### src/rtl/branch_predictor.sv
// Direct-mapped branch target buffer with 2-bit saturating counters.
// Optional statistics counters: define BRANCH_PREDICTOR_STATS_EN.
//
// Ports:
//   clk_i, rst_i        clock, async active-high reset
//   start_i             run enable; low holds table and stats
//   pred_pc_i           IF PC lookup -> pred_taken_o / pred_target_o
//   upd_*_i             resolved branch from ID (pc, taken, target, pred)
//   mispredict_o        resolved outcome differs from the prediction
//   flush_i             invalidate every entry
//   branch_cnt_o        accepted updates (stats build only)
//   mispred_cnt_o       mispredicts (stats build only)
module branch_predictor #(
    parameter int ENTRIES = 16,
    parameter int PC_W    = 32
) (
    input  logic            clk_i,
    input  logic            rst_i,
    input  logic            start_i,
    input  logic [PC_W-1:0] pred_pc_i,
    output logic            pred_taken_o,
    output logic [PC_W-1:0] pred_target_o,
    input  logic            upd_valid_i,
    input  logic [PC_W-1:0] upd_pc_i,
    input  logic            upd_taken_i,
    input  logic [PC_W-1:0] upd_target_i,
    input  logic            upd_pred_i,
    output logic            mispredict_o,
    input  logic            flush_i
`ifdef BRANCH_PREDICTOR_STATS_EN
    ,
    output logic [31:0]     branch_cnt_o,
    output logic [31:0]     mispred_cnt_o
`endif
);

    localparam int IDX_W = $clog2(ENTRIES);
    localparam int TAG_W = PC_W - IDX_W - 2;

    logic             vld_q [ENTRIES];
    logic [TAG_W-1:0] tag_q [ENTRIES];
    logic [PC_W-1:0]  tgt_q [ENTRIES];
    logic [1:0]       cnt_q [ENTRIES];

    logic [IDX_W-1:0] p_idx;
    logic [TAG_W-1:0] p_tag;
    logic [IDX_W-1:0] u_idx;
    logic [TAG_W-1:0] u_tag;
    logic             p_hit;
    logic             u_hit;
    logic             upd_en;
    logic             unused_bits;

    assign p_idx = pred_pc_i[IDX_W+1:2];
    assign p_tag = pred_pc_i[PC_W-1:IDX_W+2];
    assign u_idx = upd_pc_i[IDX_W+1:2];
    assign u_tag = upd_pc_i[PC_W-1:IDX_W+2];

    // Word-aligned PCs: the byte offset never takes part in lookup.
    assign unused_bits = ^{pred_pc_i[1:0], upd_pc_i[1:0]};

    assign p_hit = vld_q[p_idx] && (tag_q[p_idx] == p_tag);
    assign u_hit = vld_q[u_idx] && (tag_q[u_idx] == u_tag);

    assign upd_en = upd_valid_i & start_i;

    assign pred_taken_o  = start_i & ~rst_i & p_hit & cnt_q[p_idx][1];
    assign pred_target_o = pred_taken_o ? tgt_q[p_idx] : '0;
    assign mispredict_o  = upd_en & ~rst_i & (upd_taken_i ^ upd_pred_i);

    always_ff @(posedge clk_i or posedge rst_i) begin
        if (rst_i) begin
            for (int i = 0; i < ENTRIES; i++) begin
                vld_q[i] <= 1'b0;
                tag_q[i] <= '0;
                tgt_q[i] <= '0;
                cnt_q[i] <= 2'b01;
            end
        end else if (start_i && flush_i) begin
            // Flush beats any concurrent update.
            for (int i = 0; i < ENTRIES; i++) begin
                vld_q[i] <= 1'b0;
            end
        end else if (upd_en) begin
            if (u_hit) begin
                if (upd_taken_i) begin
                    tgt_q[u_idx] <= upd_target_i;
                    if (cnt_q[u_idx] != 2'b11) begin
                        cnt_q[u_idx] <= cnt_q[u_idx] + 2'd1;
                    end
                end else if (cnt_q[u_idx] != 2'b00) begin
                    cnt_q[u_idx] <= cnt_q[u_idx] - 2'd1;
                end
            end else if (upd_taken_i) begin
                // Allocate weak-taken, evicting whatever held the slot.
                vld_q[u_idx] <= 1'b1;
                tag_q[u_idx] <= u_tag;
                tgt_q[u_idx] <= upd_target_i;
                cnt_q[u_idx] <= 2'b10;
            end
        end
    end

`ifdef BRANCH_PREDICTOR_STATS_EN
    always_ff @(posedge clk_i or posedge rst_i) begin
        if (rst_i) begin
            branch_cnt_o  <= '0;
            mispred_cnt_o <= '0;
        end else begin
            if (upd_en) begin
                branch_cnt_o <= branch_cnt_o + 32'd1;
            end
            if (mispredict_o) begin
                mispred_cnt_o <= mispred_cnt_o + 32'd1;
            end
        end
    end
`endif

endmodule

### config.mk
export PLATFORM = sky130hd
export DESIGN_NAME = branch_predictor
export DESIGN_NICKNAME = d
export VERILOG_FILES = /design/src/rtl/branch_predictor.sv
export SDC_FILE = /design/constraint.sdc
export NUM_CORES = 2
export LEC_CHECK = 0
export CORE_AREA = 2 2 289 291
export CTS_CLUSTER_SIZE = 25
export DETAILED_ROUTE_END_ITERATION = 7
export DIE_AREA = 0 0 291 293
export PLACE_DENSITY = 0.77
export SYNTH_ARGS = -nofsm -noshare
export SYNTH_HDL_FRONTEND = slang
export SYNTH_SLANG_ARGS = --single-unit
### constraint.sdc
create_clock -name clk_i -period 51.7 [get_ports clk_i]
set_input_delay 10.34 -clock clk_i [delete_from_list [all_inputs] [get_ports clk_i]]
set_output_delay 10.34 -clock clk_i [all_outputs]
set_load 0.1 [all_outputs]
==> summary.txt <==
Synth
  – Multiplexer area fraction after synthesis: a little under two fifths
  – Synth Area in Adders: 0.0511%
  – Cell variety after synth: 75
  – Synth Register Bits: 976
  – Synthesized Nets: 3565
  – Largest family of logic cells by synthesized area: multiplexers
  – Synthesized area per cell: roughly 14 sq um
  – Mapped cell area: 0.0490 sq mm
  – YS warnings: 0
  – Post-synthesis simple-gate area fraction: just over 6%
  – Number of flops mapped to enable cells by yosys: 0
  – Register area share after synthesis: 49.9%
  – Async set-or-reset flop fraction in the synthesized netlist: 100%
  – Synth Flop Type: dfrtp_1
  – Compound-Gate Fraction of Synth Area: ~2.9%
  – Post-synthesis xor/xnor area fraction: 0.823%
  – Cells after Synth: around 3500

Global routing
  – Grt ovf: 0
  – First-pass GRT wire length: 209 mm
  – Initial antenna violation count: 7
  – GRT Overall Usage: approximately 33%
  – Largest net degree at the start of global routing: 200
  – Vias in the first global route: 33700

Clocking
  – Post-CTS Setup Bufs: 0
  – Root buf cell: clkbuf_16
  – Latest clock arrival within the worst-skew pair: 0.69 ns
  – Clock sink total: about 1000
  – Number of CTS-inserted buffers: 101
  – Post-cts sizing count: 0
  – Clock transition at path regs: approximately 0.060 ns
  – H-tree depth: 3
  – TritonCTS clock tree: done
  – CTS max path bufs: 3
  – CTS Hold Bufs: 0

Detailed routing
  – Post-DR wirelength/cell: 29.4 um
  – Drt first-iter violations: 3572
  – Final WL: 136 mm
  – # DRC: 0
  – Via density: 6.85
  – Remaining antenna violation count: 0
  – DRT Pass-1 Iters: 5
  – Vias: 31700

Pwr
  – Leakage: 24.9 nW
  – Peak supply drop: 31.1 uV
  – Power Density: 33.8 mW/mm^2

Worst setup path
  – Cell mode on critical path: buf_4
  – CP max stage delay: 1.20 ns
  – Crit path max-delay cell type: clkdlybuf4s50_1
  – Critical path class: in2out
  – Setup crit end kind: output pin
  – CP max FO: 89
  – Crit path cell chain: buf_8, buf_4, buf_4, mux4_2, mux4_2, xor2_1, nor4_1, nand4_1, buf_4, nor2b_1, clkdlybuf4s50_1
  – Critical Path AT: between 15 and 20 ns
  – Critical Path Start Type: input pin
  – WP data required: between 40 and 50 ns

Floorplan
  – Die Y: between 200 and 300 um
  – DIE AREA: between 0.08 and 0.09 sq mm
  – Row cnt: 105
  – I/O pin count: 137
  – Die W: 291 um
  – Initial Utilization: 59.8%
  – Core area: ~0.082 sq mm

Layout
  – Most frequent cells in the layout: dfrtp_1, mux2_2, nand2_1, mux4_2, clkdlybuf4s50_1
  – Nets: 3568
  – Util after Layout: 66.6%
  – Share of cells above drive strength 1: 39.8%
  – Most common cell after layout, fill and taps aside: dfrtp_1
  – Area grow syn2layout: 11.3%

Timing
  – Fin Setup TNS: 0 ns
  – Max-slew violations: 0
  – Final period util: 52.1%
  – Fin crit period: 26.93 ns
  – Max-slew headroom: 18.3%
  – Skew final: between 0.02 and 0.025 ns
  – Fmax: 37.1 MHz
  – Final hold viol count: 0
  – RSZ-0062 raised after global routing: no
  – Final setup vio count: 0
  – Worst Tran Pin Value: 1.22 ns

Worst hold path
  – Hold Path Class: reg2reg

Placed design
  – GP Congestion: 0.948
  – Port bufs: approximately 130
  – Half-perimeter wire length after placement: 79.6 mm

Status
  – Result of the run: finished clean

Job
  – Max-cap viol count: 0
==> cell usage after synthesis, types with 19 or more instances <==
master / number / share of area (%)
mux2i_1: 66 / 1.3
nand2_1: 487 / 3.7
xnor2_1: 33 / 0.59
mux2_2: 704 / 16
nand3_1: 23 / 0.24
o21ai_0: 82 / 0.84
buf_1: 46 / 0.35
a22oi_1: 19 / 0.29
mux2_1: 73 / 1.7
mux4_2: 393 / 18
clkbuf_1: 171 / 1.3
nor2_1: 39 / 0.30
nor2b_1: 40 / 0.51
buf_2: 45 / 0.46
buf_4: 22 / 0.34
dfrtp_1: 960 / 49
inv_1: 24 / 0.18
==> routing by layer <==
metal / up-vias / track usage, % / part of all wire, %
li1: 12800 / - / -
met1: 16800 / 43.6 / 38
met2: 1664 / 52.8 / 49
met3: 403 / 6.13 / 8.5
met4: 6 / 14.0 / 4.5
met5: - / 0 / 0.038
==> path summary, 6_finish.rpt <==
check / startpoint / endpoint / slack [ns] / depth (start not counted)
worst max-delay path: pred_pc_i[2] / pred_target_o[2] / 24.77 / 11
worst min-delay path: tgt_q[374] / tgt_q[374] / 0.47 / 2
worst max register to register: tag_q[3] / tag_q[208] / 47.01 / 12
worst min register to register: tgt_q[374] / tgt_q[374] / 0.47 / 2
max in group asynchronous: rst_i / tag_q[98] / 38.13 / 5
min in group asynchronous: rst_i / tgt_q[117] / 10.31 / 2
==> stage by stage <==
stage / power (mW) / instances / instance area (sq um) / worst slack (ns) / hold slack (ns)
final: 1.84 / 4625 / 54500 / 24.77 / 0.475
after global routing: 1.91 / 4622 / 54500 / 24.44 / 0.486
after CTS: 1.85 / 4619 / 54500 / 24.67 / 0.475
after detailed placement: 1.09 / 4430 / 50900 / 24.69 / 0.458
after global placement: 1.07 / 4430 / 50900 / 24.70 / 0.455
after floorplan: 1.03 / 3460 / 49000 / 7.00 / 0.440
==> flip-flops by register name, indices dropped and copies added (netlist names) <==
register  flops
tgt_q       512
tag_q       416
cnt_q        32
vld_q        16
==> cell families (layout without fill, tap and decap cells) <==
| group | count (synthesis) | count (layout) |
|---|---|---|
| mux | 1236 | 1236 |
| compound gates | 204 | 204 |
| xor+xnor | 46 | 46 |
| other cells | 0 | 6 |
| flops | 976 | 976 |
| simple gates | 673 | 673 |
| buf+inv | 323 | 412 |
| fa+ha+maj | 2 | 2 |
==> where the power goes <==
group,total [mW],switching [mW],internal [mW]
Clock,0.764,0.320,0.444
Sequential,0.867,0.0414,0.825
Combinational,0.214,0.102,0.112
==> cell type report <==
| class | count | area (sq um) |
|---|---|---|
| Antenna cell | 6 | 15.0 |
| Clock buffer | 148 | 3020 |
| Clock inverter | 41 | 519 |
| Fill cell | 5500 | 27400 |
| Inverter | 28 | 113 |
| Multi-Input combinational cell | 2161 | 23200 |
| Sequential cell | 976 | 24400 |
| Tap cell | 1070 | 1340 |
| Timing Repair Buffer | 195 | 1840 |
==> critical path: cells and delay by family <==
| family | cells | cell delay (ns) |
|---|---|---|
| buffers and inverters | 5 | 4.00 |
| xor gates and xnor gates | 1 | 0.17 |
| and+or+nand+nor | 3 | 0.95 |
| muxes | 2 | 0.91 |
Power figures use the tool's default switching activity.
